--- src/rtl/out_arb_pkg.sv ---
// Shared types and default sizing for the output-port arbiter.
package out_arb_pkg;

  localparam int unsigned NREQ_DEF = 10;
  localparam int unsigned SELW_DEF = 4;
  localparam int unsigned TMO_DEF  = 16;

  typedef enum logic {
    IDLE = 1'b0,
    HOLD = 1'b1
  } state_e;

endpackage

--- src/rtl/out_arb_rr_pick.sv ---
// Rotate-priority encoder: first set req bit at or after ptr, wrapping to 0.
module out_arb_rr_pick
  import out_arb_pkg::*;
#(
  parameter int unsigned NREQ = NREQ_DEF,
  parameter int unsigned SELW = SELW_DEF
) (
  input  logic [NREQ-1:0] req,
  input  logic [SELW-1:0] ptr,
  output logic [SELW-1:0] pick_c,
  output logic            any_c
);

  int unsigned idx;

  // Walk offsets from farthest to nearest so the nearest hit is written last.
  always_comb begin
    pick_c = '0;
    any_c  = |req;
    idx    = 0;
    for (int unsigned k = NREQ; k > 0; k--) begin
      idx = (32'(ptr) + k - 1) % NREQ;
      if (|(req & (NREQ'(1) << idx))) begin
        pick_c = SELW'(idx);
      end
    end
  end

endmodule

--- src/rtl/out_arb.sv ---
// Output-port arbiter: round-robin grant with packet-level lock, tail or
// drop release, inactivity timeout and protocol-error pulse.
module out_arb
  import out_arb_pkg::*;
#(
  parameter int unsigned NREQ = NREQ_DEF,
  parameter int unsigned SELW = SELW_DEF,
  parameter int unsigned TMO  = TMO_DEF
) (
  input  logic            clk,
  input  logic            rst_,
  input  logic [NREQ-1:0] req,
  input  logic [NREQ-1:0] vld,
  input  logic [NREQ-1:0] last,
  output logic [NREQ-1:0] grt,
  output logic [SELW-1:0] sel,
  output logic            busy,
  output logic            err
);

  localparam int unsigned CNTW = (TMO > 1) ? $clog2(TMO) : 1;

  state_e          state_q, state_d;
  logic [SELW-1:0] rr_ptr_q, rr_ptr_d;
  logic [CNTW-1:0] cnt_q, cnt_d;
  logic [NREQ-1:0] grt_d;
  logic [SELW-1:0] sel_d;
  logic            busy_d, err_d;

  logic [SELW-1:0] pick_c;
  logic            any_c;
  logic            owner_vld_c, owner_req_c, owner_last_c;
  logic            rel_tail_c, rel_drop_c, rel_tmo_c;

  out_arb_rr_pick #(
    .NREQ (NREQ),
    .SELW (SELW)
  ) u_pick (
    .req    (req),
    .ptr    (rr_ptr_q),
    .pick_c (pick_c),
    .any_c  (any_c)
  );

  // Owner-side views of the request/flit lines and the three release causes.
  always_comb begin
    owner_vld_c  = |(vld & grt);
    owner_req_c  = |(req & grt);
    owner_last_c = |(vld & last & grt);
    rel_tail_c   = owner_last_c;
    rel_drop_c   = ~owner_req_c;
    rel_tmo_c    = ~owner_vld_c && (cnt_q == CNTW'(TMO - 1));
  end

  // Next-state and next-output logic.
  always_comb begin
    state_d  = state_q;
    rr_ptr_d = rr_ptr_q;
    cnt_d    = cnt_q;
    grt_d    = grt;
    sel_d    = sel;
    busy_d   = busy;
    err_d    = 1'b0;
    case (state_q)
      IDLE: begin
        err_d = |vld;
        if (any_c) begin
          state_d = HOLD;
          grt_d   = NREQ'(1) << pick_c;
          sel_d   = pick_c;
          busy_d  = 1'b1;
          cnt_d   = '0;
        end
      end
      HOLD: begin
        err_d = |(vld & ~grt);
        if (rel_tail_c || rel_drop_c || rel_tmo_c) begin
          state_d  = IDLE;
          grt_d    = '0;
          sel_d    = '0;
          busy_d   = 1'b0;
          cnt_d    = '0;
          rr_ptr_d = (sel == SELW'(NREQ - 1)) ? '0 : sel + SELW'(1);
          // A timeout only counts as a violation when no clean release coincides.
          if (rel_tmo_c && !rel_drop_c) begin
            err_d = 1'b1;
          end
        end else if (owner_vld_c) begin
          cnt_d = '0;
        end else if (cnt_q != CNTW'(TMO - 1)) begin
          cnt_d = cnt_q + CNTW'(1);
        end
      end
      default: begin
        state_d = IDLE;
      end
    endcase
  end

  // State and registered outputs, synchronous active-low reset.
  always_ff @(posedge clk) begin
    if (!rst_) begin
      state_q  <= IDLE;
      rr_ptr_q <= '0;
      cnt_q    <= '0;
      grt      <= '0;
      sel      <= '0;
      busy     <= 1'b0;
      err      <= 1'b0;
    end else begin
      state_q  <= state_d;
      rr_ptr_q <= rr_ptr_d;
      cnt_q    <= cnt_d;
      grt      <= grt_d;
      sel      <= sel_d;
      busy     <= busy_d;
      err      <= err_d;
    end
  end

endmodule

--- config.mk ---
export PLATFORM = sky130hd
export DESIGN_NAME = out_arb
export DESIGN_NICKNAME = d
export VERILOG_FILES = /design/src/rtl/out_arb_pkg.sv /design/src/rtl/out_arb_rr_pick.sv /design/src/rtl/out_arb.sv
export SDC_FILE = /design/constraint.sdc
export NUM_CORES = 1
export LEC_CHECK = 0
export BUFFER_PORTS_ARGS = -buffer_cell sky130_fd_sc_hd__buf_2
export CORE_MARGIN = 2
export CORE_UTILIZATION = 64
export DETAILED_ROUTE_END_ITERATION = 10
export PLACE_DENSITY = 0.93
export SLEW_MARGIN = 15
export SYNTH_ARGS = -nofsm -noshare
export SYNTH_HDL_FRONTEND = slang
export SYNTH_HIERARCHICAL = 1
export SYNTH_SLANG_ARGS = --single-unit
--- constraint.sdc ---
create_clock -name clk -period 7.6 [get_ports clk]
set_input_delay 1.9 -clock clk [delete_from_list [all_inputs] [get_ports clk]]
set_output_delay 1.9 -clock clk [all_outputs]
set_load 0.05 [all_outputs]
== Word-level counts from Yosys, hierarchy flattened ==
Cells that the tools add are included.

* Memory bits (writable): 0
* ROM bits: 0
* Memories kept: 0
* Bits in latches: 0
* Input port bits: 32
* Bits in registers: 25
* Logic and storage cells: 129
* Output and inout bits: 16

* $lt $le $gt $ge: 0
* Shifts and indexed selects: 11
* Reduce and logical (&&, ||, !) cells: 23
* Bitwise operators: 19
* Eq/ne operators: 6
* Multiplexer cells: 31
* Add/subtract/negate cells: 22
* Multipliers: 0
* Div/mod/pow operators: 10

{| class="wikitable"
|+ Operator list
! operator !! count
|-
| 32-bit by 4-bit modulo with 32-bit output (second input constant) || 10
|-
| 1-bit by 32-bit left shift with 10-bit output (first input constant) || 10
|-
| 32-bit by 1-bit subtractor with 32-bit output (second input constant) || 10
|-
| 10-bit OR reduction || 16
|-
| 10-bit bitwise AND || 15
|-
| 4-bit two-way mux || 17
|-
| 4-bit by 3-bit adder with 5-bit output (second input constant) || 4
|-
| 10-bit two-way mux || 2
|-
| 10-bit case mux with 2 select lines || 1
|-
| 4-bit case mux with 2 select lines || 2
|-
| 4-bit by 4-bit adder with 5-bit output (second input constant) || 3
|-
| 4-bit by 2-bit adder with 5-bit output (second input constant) || 2
|-
| 10-bit NOT || 1
|-
| 1-bit by 4-bit left shift with 10-bit output (first input constant) || 1
|-
| 4-bit by 1-bit adder with 4-bit output (second input constant) || 2
|-
| 4-bit == test (second input constant) || 2
|-
| 1-bit two-way mux || 6
|-
| 1-bit case mux with 2 select lines || 3
|-
| 2-bit AND reduction || 3
|-
| 4-bit by 1-bit adder with 5-bit output (second input constant) || 1
|-
| 4-bit by 1-bit != test with 1-bit output (second input constant) || 1
|-
| 4-bit != test (second input constant) || 1
|-
| 1-bit NOT || 3
|-
| 1-bit logical AND || 2
|-
| 3 further kinds || 4
|}

== Depth between registers and ports, before layout ==
Gate-level depths: netlist (run 1).

* Word-level depth: 19
* Mapped depth: 34
* Gate-level depth less buffers: 29

== Modules after synthesis ==
The synthesis (run 1) kept the hierarchy.

{| class="wikitable"
|+ By module, submodules not included
! module !! area an instance (µm²) !! cells an instance !! times used !! seq. area each (µm²)
|-
| out_arb_rr_pick || 5171.2 || 727 || 1 || 0.0
|-
| out_arb || 1527.7 || 198 || 1 || 500.5
|}

== Least setup slack after synthesis (run 1) ==
No wires, ideal clock.

* Path type: flip-flop to flip-flop
* From: register rr_ptr_q[1]
* To: register grt[8]
* Slack: 1.333 ns
* Buffers on the path: 5
* Period minus slack after synthesis: 6.267 ns
* Library setup time: 0.070 ns
* Arrival time: 6.197 ns
* Required time: 7.530 ns
* Stages on the path, launching flop included: 34
* Cell sequence: dfxtp_1 buf_6 clkinv_1 ha_1 inv_1 ha_1 buf_6 nand2b_1 buf_2 inv_1 and2_1 ha_1 nor2b_1 clkbuf_1 a21oi_1 o22ai_1 a211oi_1 inv_1 ha_1 maj3_1 a22oi_1 a211o_1 nand2_1 o21ai_0 o311ai_4 o221ai_4 nor2b_1 a2111oi_1 o21ai_1 clkbuf_1 nor2_1 nor4b_1 o21ai_0 a21oi_1

* Word-level cells in the longest chain between the ends: 19
* Elaborated cells on any way between the ends: 73
* Those cells by class: add/sub (20); div (10); shift (11); mux (12); bitwise (10); reduce/logical (10)

{| class="wikitable"
|+ RTL lines
! item !! RTL line !! text
|-
| start, declared || out_arb.sv:24 || <nowiki>logic [SELW-1:0] rr_ptr_q, rr_ptr_d;</nowiki>
|-
| start signal, assigned || out_arb.sv:112 || <nowiki>rr_ptr_q <= rr_ptr_d;</nowiki>
|-
| 4-bit by 4-bit adder with 5-bit output || out_arb_rr_pick.sv:22 || <nowiki>idx = (32'(ptr) + k - 1) % NREQ;</nowiki>
|-
| 32-bit by 1-bit subtractor with 32-bit output || out_arb_rr_pick.sv:22 ||
|-
| 32-bit by 4-bit modulo with 32-bit output || out_arb_rr_pick.sv:22 ||
|-
| 1-bit by 32-bit left shift with 10-bit output || out_arb_rr_pick.sv:23 || <nowiki>if (|(req & (NREQ'(1) << idx))) begin</nowiki>
|-
| 10-bit bitwise AND || out_arb_rr_pick.sv:23 ||
|-
| 10-bit OR reduction || out_arb_rr_pick.sv:23 ||
|-
| 4-bit two-way mux (9 in series) || out_arb_rr_pick.sv:23 ||
|-
| 4-bit two-way mux (*) || out_arb_rr_pick.sv:23 ||
|-
| via pick_c[2] || out_arb.sv:30 || <nowiki>logic [SELW-1:0] pick_c;</nowiki>
|-
| 1-bit by 4-bit left shift with 10-bit output (*) || out_arb.sv:69 || <nowiki>grt_d = NREQ'(1) << pick_c;</nowiki>
|-
| 10-bit two-way mux (*) || out_arb.sv:67 || <nowiki>if (any_c) begin</nowiki>
|-
| 10-bit case mux with 2 select lines (*) || out_arb.sv:64 || <nowiki>case (state_q)</nowiki>
|-
| end signal, assigned || out_arb.sv:114 || <nowiki>grt <= grt_d;</nowiki>
|-
| end, declared || out_arb.sv:15 || <nowiki>output logic [NREQ-1:0] grt,</nowiki>
|}

Mark *: on every way through the listed nets, which the timed path passes. The rest lies on a longest branch. The select of a mux whose other input is x is not followed.
A chain may end at the register's enable or synchronous reset.

== Worst setup path in the final report (run 1) ==
* From: register rr_ptr_q[2]
* To: register grt[8]

Same word-level chain as after synthesis.

==> metrics.md, run 1 <==
| Metric | Value |
|---|---|
| Outcome | `completed` |
| Endpoints failing hold | `0` |
| Power density relative to cell area | `137 mW/mm²` |
| Synth Instances | `925` |
| Total number of placement rows | `37` |
| Cell seen most often among critical-path stages | `ha_1` |
| Clk slew on worst S/H paths | `90 ps` |
| Syn Nets | `a little over 1,000` |
| Flop and latch count out of synthesis | `25` |
| Initial antenna violation count | `0` |
| Post-detailed-placement half-perimeter wirelength | `approximately 15 mm` |
| Total number of yosys warnings | `6` |
| Largest net degree at the start of global routing | `43` |
| Root Buffer Master | `clkbuf_8` |
| Critical path's top delay family | `compound AO/OA/AOI/OAI gates` |
| Most frequent cells after synthesis | `81 x nand2_1, 73 x a21oi_1, 65 x nor2_1` |
| Final cycle utilization of the critical path | `0.906` |
| Number of sinks driven by the clock tree | `25` |
| CP startpoint kind | `flop` |
| Clock tree from TritonCTS | `done` |
| CP max FO | `15` |
| Post-layout instance area | `roughly 0.0069 mm²` |
| Transition at the pin with the smallest max-transition slack | `1110 ps` |
| Initial detailed-routing violation count | `937` |
| Final antenna diode count | `0` |
| Y dimension of the die | `106 µm` |
| Top Ports | `48` |
| Global routing usage summed across all routing layers | `0.353` |
| Final wirelength | `20.4 mm` |
| Arr. time, crit path | `7090 ps` |
| Share of layout cells above drive strength 1 | `0.141` |
| Count of maximum capacitance violations | `0` |
| Max Clock Skew | `3.94 ps` |
| TritonRoute pass-1 iters | `6` |
| Cell accounting for the most synthesized area | `ha_1` |
| Maximum resistive drop on vdd | `0.149 mV` |
| Total Die Area | `around 0.011 mm²` |
| Number of vias per cell after detailed routing | `7.18` |
| Area growth, synth to finish | `3.29%` |
| Slew Limit Fails | `0` |
| CTS max path bufs | `2` |
| Total area of multi-input combinational cells | `0.00572 mm²` |
| Placer Congestion | `between 0.9 and 1` |
| Hold crit path type | `flop to flop` |
| Leftover overflow at the end of global routing | `0` |
| Chip Width | `106 µm` |
| Number of port buffers | `47` |
| Critical path data required time | `a little under 8000 ps` |
| Area share of the largest cell type after synthesis | `0.0915` |
| Post-synthesis cell type count | `about 120` |
| Number of nets in the finished design | `1,014` |
| Max Freq | `0.145 GHz` |
| Top-count cell post-synth | `nand2_1` |
| Delay of the slowest cell on the worst path | `~480 ps` |
| Starting density of the core | `0.655` |
| Final critical path time including I/O delays and setup | `6880 ps` |
| Filler Cell Count | `836` |
| Slew HR | `0.259` |
| Insertion delay of the later-clocked pin in the worst-skew pair | `270 ps` |
| Post-Synthesis Cell Area | `0.00670 mm²` |
| Wire length of the first global-routing pass | `33.4 mm` |
| Via count | `7,670` |
| Category of the critical setup timing path | `flop to flop` |
| Endpoint type of the worst setup path | `flop` |
| Mean instance size in the synthesized netlist | `7.24 µm²` |
| Number of global-route vias before repair | `approximately 6,800` |
| Number of buffers created by CTS | `3` |
| Cell with the largest stage delay on the worst path | `ha_1` |
| DRC viols | `0` |
| Top_reg_cell synth | `dfxtp_1` |
| Top cells by area in the synthesized netlist | `ha_1 9.2%, dfxtp_1 7.5%, a21oi_1 5.5%` |
| Average detailed-routed wire length per instance | `roughly 19 µm` |
| Total setup violations reported at the end of the flow | `0` |
| Share of synthesized flip-flops with an asynchronous set or reset | `0` |
| Final total negative setup slack | `0 ps` |
| Overall power of the completed layout | `0.948 mW` |
| Buffering stage count on the worst path with inverters included | `5` |
| Number of setup buffers added after CTS | `0` |
| H-tree depth | `1` |
| Part of the Yosys area used for sequential elements | `0.0747` |
| Area of placed instances | `0.00687 mm²` |
| Sequential cell area | `roughly 500 µm²` |
| P_leak | `between 2 and 3 nW` |
| Placeable core area | `approximately 0.010 mm²` |
| Setup repair after global routing missed its margin | `false` |
| Number of enable-type register cells in the synthesized netlist | `0` |
| Remaining antenna violation count after routing | `0` |
-- cells in the final DEF, fill, tap and decap left out, types with 6 or more instances in the layout --
cell type  instances
o221ai_1           7
xnor2_1           22
a22oi_1           11
mux2_2            10
or2_2              7
nand2b_1          18
a31oi_1           12
buf_4             10
o21ai_0           60
nand3_1           32
nand4_1            6
nor3_1            20
and2_1            10
o21ai_1            8
inv_1             41
nor4_1            14
a21o_1             8
o22ai_1           15
nand2_1           81
mux2i_1           26
a221o_1            6
nor2_1            65
a211o_1            6
o211ai_1          18
buf_2             47
a211oi_2           6
a21oi_1           73
o21a_1             6
dfxtp_1           25
and3_1             9
o2111ai_1         10
ha_1              49
nor2b_1           14
a211oi_1          11
-- metal layers --
metal  share of wire  global-route usage
met5               0                   0
met4           0.035               0.143
met1            0.41               0.473
met2            0.45               0.576
met3            0.10              0.0417
-- path summary, 6_finish.rpt --
path | from | endpoint | slack (ps) | cells past startpoint
hold / removal | cnt_q[1] | cnt_q[1] | 490 | 2
hold reg to reg | cnt_q[1] | cnt_q[1] | 490 | 2
setup reg to reg | rr_ptr_q[2] | grt[8] | 720 | 29
setup / recovery | rr_ptr_q[2] | grt[8] | 720 | 29
-- power by group --
| part | total [mW] | switching [mW] | leakage [nW] | internal (mW) |
|---|---|---|---|---|
| sequential | 0.146 | 0.00859 | 0.203 | 0.137 |
| combinational | 0.720 | 0.446 | 2.47 | 0.273 |
| clock | 0.0830 | 0.0454 | 0.0228 | 0.0376 |
| total | 0.948 | 0.500 | 2.70 | 0.448 |
-- cell type report --
class                   count  area share
flip-flops and latches     25      0.0723
multi-input cells         799       0.826
inverters                  47      0.0255
clock buffers               4     0.00651
well taps                 136      0.0246
repair buffers             57      0.0448
-- registers in the layout (all words and copies together) (netlist names) --
signal and flops:
rr_ptr_q 4, cnt_q 4, busy 1, state_q 1, grt 10, sel 4, err 1
-- worst min-delay path: cells and delay by family (launching register included) --
kind / cells / cell delay, ps
compound gates: 1 / 60
flops: 1 / 340
simple gates: 1 / 60
-- metrics by stage --
| step | hold slack (ps) | std cells | util | setup slack, ps |
|---|---|---|---|---|
| finish | 494 | 1068 | 0.676 | 716 |
| global route | 528 | 1068 | 0.676 | 103 |
| CTS | 491 | 1068 | 0.676 | 820 |
| detailed placement | 479 | 1064 | 0.672 | 872 |
| global placement | 461 | 1064 | 0.672 | 1110 |
| floorplan | 453 | 925 | - | 1330 |
-- cells by family after synthesis --
family | synth area share
compound gates | 0.374
xor+xnor | 0.0478
fa+ha+maj | 0.0977
buf+inv | 0.0723
flops | 0.0747
mux | 0.0713
simple gates | 0.262
-- what timing repair did --
| action | in CTS | in global routing |
|---|---|---|
| resized for setup | 0 | 1 |
| endpoints found under the setup margin | 0 | 1 |
| hold buffers | 0 | 0 |
No activity file was read; power rests on OpenSTA's default activity.
==> run 2, diff against run 1 <==
--- a/config.mk
+++ b/config.mk
@@ -5,11 +5,12 @@
 export SDC_FILE = /design/constraint.sdc
 export NUM_CORES = 1
 export LEC_CHECK = 0
+export ABC_AREA = 1
 export BUFFER_PORTS_ARGS = -buffer_cell sky130_fd_sc_hd__buf_2
 export CORE_MARGIN = 2
-export CORE_UTILIZATION = 64
+export CORE_UTILIZATION = 63
 export DETAILED_ROUTE_END_ITERATION = 10
-export PLACE_DENSITY = 0.93
+export PLACE_DENSITY = 0.92
 export SLEW_MARGIN = 15
 export SYNTH_ARGS = -nofsm -noshare
 export SYNTH_HDL_FRONTEND = slang
==> constraint.sdc (replaced) <==
create_clock -name clk -period 7.1 [get_ports clk]
set_input_delay 1.775 -clock clk [delete_from_list [all_inputs] [get_ports clk]]
set_output_delay 1.775 -clock clk [all_outputs]
set_load 0.05 [all_outputs]
==> metrics.md, run 2 <==
| Metric | Value |
|---|---|
| Transition at the pin with the smallest max-transition slack | `726 ps (was 1110 ps)` |
| Top cells by area in the synthesized netlist | `nand2_1 18%, nand3_1 10%, ha_1 9.8% (was ha_1 9.2%, dfxtp_1 7.5%, a21oi_1 5.5%)` |
| Final wirelength | `18.6 mm (was 20.4 mm)` |
| Top library cells by usage in the layout, fill and taps aside | `301 x nand2_1, 156 x inv_1, 147 x nor2_1 (was 81 x nand2_1, 73 x a21oi_1, 65 x nor2_1)` |
| Leftover overflow at the end of global routing | `0 (unchanged)` |
| Root Buffer Master | `clkbuf_8 (unchanged)` |
| Final total negative setup slack | `0 ps (unchanged)` |
| Delay of the slowest cell on the worst path | `660 ps (was 480 ps)` |
| TritonRoute pass-1 iters | `11 (was 6)` |
| Flop and latch count out of synthesis | `25 (unchanged)` |
| Top-count cell post-synth | `nand2_1 (unchanged)` |
| Filler Cell Count | `905 (was 836)` |
| Share of the synthesized area in compound gates (AO/OA/AOI/OAI) | `0.151 (was 0.374)` |
| Syn Nets | `1,218 (was 1,006)` |
| Critical path data required time | `7320 ps (was 7810 ps)` |
| Post-synthesis cell type count | `60 (was 116)` |
| Cell with the largest stage delay on the worst path | `dfxtp_1 (was ha_1)` |
| Category of the critical setup timing path | `flop to flop (unchanged)` |
| Final critical path time including I/O delays and setup | `6060 ps (was 6880 ps)` |
| Number of setup buffers added after CTS | `0 (unchanged)` |
| Max Clock Skew | `8.22 ps (was 3.94 ps)` |
| Arr. time, crit path | `6280 ps (was 7090 ps)` |
| Number of sinks driven by the clock tree | `25 (unchanged)` |
| Synth Instances | `1,137 (was 925)` |
| Total of hold buffers inserted after clock tree synthesis | `0 (unchanged)` |
| Placer Congestion | `1.01 (was 0.972)` |
| Number of global-route vias before repair | `6,770 (was 6,834)` |
| Slew HR | `0.516 (was 0.259)` |
| Top Ports | `48 (unchanged)` |
| Final antenna diode count | `0 (unchanged)` |
| Total number of yosys warnings | `6 (unchanged)` |
| Mean instance size in the synthesized netlist | `5.50 µm² (was 7.24 µm²)` |
| Max Freq | `0.165 GHz (was 0.145 GHz)` |
| Part of the Yosys area used for sequential elements | `0.0800 (was 0.0747)` |
| Area of placed instances | `0.00653 mm² (was 0.00687 mm²)` |
| Max FFs per register | `10 (unchanged)` |
| Area share of the largest cell type after synthesis | `0.181 (was 0.0915)` |
| Endpoints failing hold | `0 (unchanged)` |
| Remaining antenna violation count after routing | `0 (unchanged)` |
| Share of synthesized flip-flops with an asynchronous set or reset | `0 (unchanged)` |
| Multiplexer area fraction after synthesis | `0 (was 0.0713)` |
| Total number of placement rows | `36 (was 37)` |
| WHS Path Cells | `2 (unchanged)` |
| Y dimension of the die | `104 µm (was 106 µm)` |
| Top_reg_cell synth | `dfxtp_1 (unchanged)` |
| Total Die Area | `0.0107 mm² (was 0.0113 mm²)` |
| CP startpoint kind | `flop (unchanged)` |
| Synth Area in XOR/XNOR | `0.0360 (was 0.0478)` |
| Wire length of the first global-routing pass | `30.6 mm (was 33.4 mm)` |
| Share of synthesized cell area in and, or, nand and nor gates | `0.502 (was 0.262)` |
| CTS max path bufs | `2 (unchanged)` |
| Via count | `7,677 (was 7,670)` |
| Share of layout cells above drive strength 1 | `0.118 (was 0.141)` |
| Global routing usage summed across all routing layers | `0.335 (was 0.353)` |
| Starting density of the core | `0.643 (was 0.655)` |
| Initial detailed-routing violation count | `857 (was 937)` |
| Placeable core area | `0.00973 mm² (was 0.0102 mm²)` |
| Post-layout instance area | `0.00658 mm² (was 0.00692 mm²)` |
| Number of non-filler instances in the completed layout | `1,298 (was 1,068)` |
| Clk slew on worst S/H paths | `90 ps (about the same)` |
| Number of resized instances in the post-cts repair step | `0 (unchanged)` |
| Number of vias per cell after detailed routing | `5.91 (was 7.18)` |
| Total setup violations reported at the end of the flow | `0 (unchanged)` |
| Largest family of logic cells by synthesized area | `simple AND/OR/NAND/NOR gates (was compound AO/OA/AOI/OAI gates)` |
| Placed cells | `1,294 (was 1,064)` |
| Average detailed-routed wire length per instance | `14.3 µm (was 19.1 µm)` |
| Total area of multi-input combinational cells | `0.00492 mm² (was 0.00572 mm²)` |
| DRC viols | `0 (unchanged)` |
| Area growth, synth to finish | `5.10% (was 3.29%)` |
| Most common cell after layout, fill and taps aside | `nand2_1 (unchanged)` |
| Hold crit path type | `flop to flop (unchanged)` |
| Cell seen most often among critical-path stages | `nand2_1 (was ha_1)` |
| Most frequent cells after synthesis | `301 x nand2_1, 156 x inv_1, 147 x nor2_1 (was 81 x nand2_1, 73 x a21oi_1, 65 x nor2_1)` |
| Insertion delay of the later-clocked pin in the worst-skew pair | `280 ps (was 270 ps)` |
| Largest net degree at the start of global routing | `34 (was 43)` |
| Number of cells traversed by the worst register-to-register path | `42 (was 29)` |
| Count of maximum capacitance violations | `0 (unchanged)` |
| Setup repair after global routing missed its margin | `false (unchanged)` |
| Number of port buffers | `47 (unchanged)` |
| Initial antenna violation count | `0 (unchanged)` |
| Chip Width | `104 µm (was 106 µm)` |
| Cell accounting for the most synthesized area | `nand2_1 (was ha_1)` |
| Post-Route Utilization | `0.676 (about the same)` |
| Final cycle utilization of the critical path | `0.853 (was 0.906)` |
| Endpoint type of the worst setup path | `flop (unchanged)` |
| Slew Limit Fails | `0 (unchanged)` |
| Clock tree from TritonCTS | `done (unchanged)` |
| Number of enable-type register cells in the synthesized netlist | `0 (unchanged)` |
| Adder and majority gate portion of the synthesized area | `0.0980 (was 0.0977)` |
| Outcome | `completed (unchanged)` |
| Post-detailed-placement half-perimeter wirelength | `14.1 mm (was 15.1 mm)` |
| CP max FO | `13 (was 15)` |
| Sequential cell area | `500 µm² (unchanged)` |
| Largest register by flop count | `grt (unchanged)` |
| Post-Synthesis Cell Area | `0.00626 mm² (was 0.00670 mm²)` |
| Number of buffers created by CTS | `3 (unchanged)` |
| H-tree depth | `1 (unchanged)` |
| Number of nets in the finished design | `1,247 (was 1,014)` |
[run 2: cell count changes after synthesis, moves of 15 or more]
cell / delta
a21oi_1: -28
inv_1: +115
mux2i_1: -26
nand2_1: +220
nand2b_1: -19
nand3_1: +94
nand4_1: +31
nor2_1: +82
o21ai_0: -20
xnor2_1: -19
xor2_1: +15
[run 2: worst paths after layout]
path,endpoint,startpoint,slack (ps)
worst min register to register,cnt_q[3],cnt_q[3],490
worst max-delay path,grt[5],rr_ptr_q[2],1040
worst max register to register,grt[5],rr_ptr_q[2],1040
worst min-delay path,cnt_q[3],cnt_q[3],490
[run 2: layout make-up]
type,count,share of cell area
Inverter,174,0.101
Multi-Input combinational cell,910,0.749
Timing Repair Buffer,52,0.0415
Tap cell,133,0.0253
Sequential cell,25,0.0761
Clock buffer,3,0.00628
Clock inverter,1,0.000761
[run 2: kinds of logic (layout without fill, tap and decap cells)]
group | after synthesis | after routing
AO/OA/AOI/OAI | 154 | 154
AND/OR/NAND/NOR | 683 | 683
flip-flops | 25 | 25
buffers and inverters | 202 | 230
adder cells (fa/ha/maj) | 49 | 49
XOR/XNOR | 24 | 24
[run 2: metal layers]
metal | track usage | vias up | share of wire
met5 | 0 | - | 0
met4 | 0.208 | 0 | 0.061
met3 | 0.0302 | 106 | 0.10
met2 | 0.562 | 437 | 0.45
met1 | 0.415 | 3353 | 0.39
li1 | - | 3781 | -
[run 2: through the flow]
| stage | hold slack [ps] | setup slack (ps) |
|---|---|---|
| floorplan | 460 | 1640 |
| global route | 532 | 337 |
| CTS | 494 | 1170 |
| finish | 494 | 1040 |
| global placement | 470 | 1460 |
| detailed placement | 481 | 1200 |
[run 2: critical path, delay by kind of cell (launching register included)]
kind | cells | cell delay [ps]
buffers and inverters | 9 | 900
AND/OR/NAND/NOR | 27 | 2980
adder cells (fa/ha/maj) | 4 | 980
AO/OA/AOI/OAI | 2 | 490
flip-flops | 1 | 660
Power of run 2 is not shown: default switching activity piles up to over one toggle a cycle in this logic, so the estimate is an artifact.
==> run 3, diff against run 2 <==
--- a/config.mk
+++ b/config.mk
@@ -11,6 +11,7 @@
 export CORE_UTILIZATION = 63
 export DETAILED_ROUTE_END_ITERATION = 10
 export PLACE_DENSITY = 0.92
+export RECOVER_POWER = 50
 export SLEW_MARGIN = 15
 export SYNTH_ARGS = -nofsm -noshare
 export SYNTH_HDL_FRONTEND = slang
==> metrics.md, run 3 (synthesis gave the netlist of run 2 again) <==
| Metric | Value |
|---|---|
| Area growth, synth to finish | `4.38% (was 5.10%)` |
| Global routing usage summed across all routing layers | `0.335 (unchanged)` |
| Max FFs per register | `10 (unchanged)` |
| Setup repair after global routing missed its margin | `false (unchanged)` |
| Cell with the largest stage delay on the worst path | `dfxtp_1 (unchanged)` |
| Critical path data required time | `7320 ps (about the same)` |
| Transition at the pin with the smallest max-transition slack | `721 ps (was 726 ps)` |
| Initial antenna violation count | `0 (unchanged)` |
| Root Buffer Master | `clkbuf_8 (unchanged)` |
| Wire length of the first global-routing pass | `30.6 mm (unchanged)` |
| Filler Cell Count | `917 (was 905)` |
| Number of sinks driven by the clock tree | `25 (unchanged)` |
| Reg2reg setup slack | `1040 ps (about the same)` |
| Share of layout cells above drive strength 1 | `0.101 (was 0.118)` |
| Most common cell after layout, fill and taps aside | `nand2_1 (unchanged)` |
| H-tree depth | `1 (unchanged)` |
| Y dimension of the die | `104 µm (unchanged)` |
| CP max FO | `13 (unchanged)` |
| Area of placed instances | `0.00653 mm² (unchanged)` |
| Number of vias per cell after detailed routing | `5.92 (was 5.91)` |
| Number of port buffers | `47 (unchanged)` |
| Chip Width | `104 µm (unchanged)` |
| Delay of the slowest cell on the worst path | `660 ps (about the same)` |
| Number of buffers created by CTS | `3 (unchanged)` |
| Hold crit path type | `flop to flop (unchanged)` |
| Starting density of the core | `0.643 (unchanged)` |
| TritonRoute pass-1 iters | `6 (was 11)` |
| Final worst-path setup slack | `1040 ps (about the same)` |
| Number of setup buffers added after CTS | `0 (unchanged)` |
| Placeable core area | `0.00973 mm² (unchanged)` |
| R2r startpoint | `rr_ptr_q[2] (unchanged)` |
| Post-layout instance area | `0.00653 mm² (was 0.00658 mm²)` |
| Final wirelength | `18.8 mm (was 18.6 mm)` |
| Number of global-route vias before repair | `6,770 (unchanged)` |
| Max Freq | `0.165 GHz (about the same)` |
| Total Die Area | `0.0107 mm² (unchanged)` |
| Top Ports | `48 (unchanged)` |
| Number of nets in the finished design | `1,247 (unchanged)` |
| Placer Congestion | `1.01 (unchanged)` |
| R2r endpoint | `grt[9] (was grt[5])` |
| Leftover overflow at the end of global routing | `0 (unchanged)` |
| Post-detailed-placement half-perimeter wirelength | `14.1 mm (unchanged)` |
| Number of non-filler instances in the completed layout | `1,298 (unchanged)` |
| Initial detailed-routing violation count | `904 (was 857)` |
| Total area of multi-input combinational cells | `0.00490 mm² (was 0.00492 mm²)` |
| Largest net degree at the start of global routing | `34 (unchanged)` |
| Clock tree from TritonCTS | `done (unchanged)` |
| Final cycle utilization of the critical path | `0.853 (about the same)` |
| Count of maximum capacitance violations | `0 (unchanged)` |
| Total of hold buffers inserted after clock tree synthesis | `0 (unchanged)` |
| Remaining antenna violation count after routing | `0 (unchanged)` |
| Total number of placement rows | `36 (unchanged)` |
| Final critical path time including I/O delays and setup | `6060 ps (about the same)` |
| Max Clock Skew | `9.14 ps (was 8.22 ps)` |
| Number of cells traversed by the worst register-to-register path | `40 (was 42)` |
| Slew HR | `0.519 (was 0.516)` |
| Top library cells by usage in the layout, fill and taps aside | `301 x nand2_1, 156 x inv_1, 149 x nor2_1 (was 301 x nand2_1, 156 x inv_1, 147 x nor2_1)` |
| Number of resized instances in the post-cts repair step | `0 (unchanged)` |
| Clk slew on worst S/H paths | `90 ps (about the same)` |
| Final total negative setup slack | `0 ps (unchanged)` |
| CTS max path bufs | `2 (unchanged)` |
| Final antenna diode count | `0 (unchanged)` |
| Setup Slack @ Placement | `1200 ps (unchanged)` |
| Insertion delay of the later-clocked pin in the worst-skew pair | `280 ps (about the same)` |
| Via count | `7,678 (was 7,677)` |
| Average detailed-routed wire length per instance | `14.5 µm (was 14.3 µm)` |
| Hold Path Sink | `cnt_q[3] (unchanged)` |
| Slew Limit Fails | `0 (unchanged)` |
| Endpoints failing hold | `0 (unchanged)` |
| Endpoint type of the worst setup path | `flop (unchanged)` |
| CP startpoint kind | `flop (unchanged)` |
| Placed cells | `1,294 (unchanged)` |
| WHS Path Cells | `2 (unchanged)` |
| Category of the critical setup timing path | `flop to flop (unchanged)` |
| Cell seen most often among critical-path stages | `nand2_1 (unchanged)` |
| Outcome | `completed (unchanged)` |
| Arr. time, crit path | `6280 ps (about the same)` |
| Worst Min Path Start | `cnt_q[3] (unchanged)` |
| Total setup violations reported at the end of the flow | `0 (unchanged)` |
| Sequential cell area | `500 µm² (unchanged)` |
| Largest register by flop count | `grt (unchanged)` |
| DRC viols | `0 (unchanged)` |
## run 3: cell types whose count changed in the layout (fill, tap and decap cells not counted)
cell	previous run	this run
buf_2	47	31
nand3_1	126	127
nor2_2	10	8
clkbuf_1	0	16
nor2_1	147	149
nand3_2	14	13
nand4_1	37	38
nand4_4	2	1
## run 3: layout make-up
| class | count | share of cell area |
|---|---|---|
| clock buffer | 3 | 0.00632 |
| clock inverter | 1 | 0.000766 |
| inverter | 174 | 0.102 |
| multi-input combinational | 910 | 0.750 |
| sequential | 25 | 0.0766 |
| tap | 133 | 0.0255 |
| timing repair buffer | 52 | 0.0387 |
## run 3: how the worst max path moves through the flow
stage,start,to,slack [ps],cells after the start
after detailed placement,rr_ptr_q[2],grt[5],1200,42
final,rr_ptr_q[2],grt[9],1040,40
after floorplan,rr_ptr_q[1],grt[4],1640,45
after global routing,rr_ptr_q[2],grt[4],340,42
after CTS,rr_ptr_q[2],grt[5],1170,42
after global placement,rr_ptr_q[2],grt[5],1460,43
## run 3: metrics by stage
stage	utilization	hold slack [ps]
floorplan	-	460
global placement	0.671	470
detailed placement	0.671	481
CTS	0.676	494
global route	0.671	532
finish	0.671	496
## run 3: worst max-delay path, delay by kind of cell (launching register included)
family / cells / cell delay (ps)
simple gates: 23 / 2580
fa+ha+maj: 4 / 980
compound gates: 4 / 910
buf+inv: 9 / 880
flops: 1 / 660
## run 3: layer usage
metal / track usage / routed length [µm] / vias up
li1: - / - / 3779
met3: 0.0302 / 1800 / 101
met2: 0.562 / 8470 / 429
met4: 0.208 / 1120 / 0
met5: 0 / 0 / -
met1: 0.415 / 7370 / 3369
Power of run 3 is left out for the same reason.
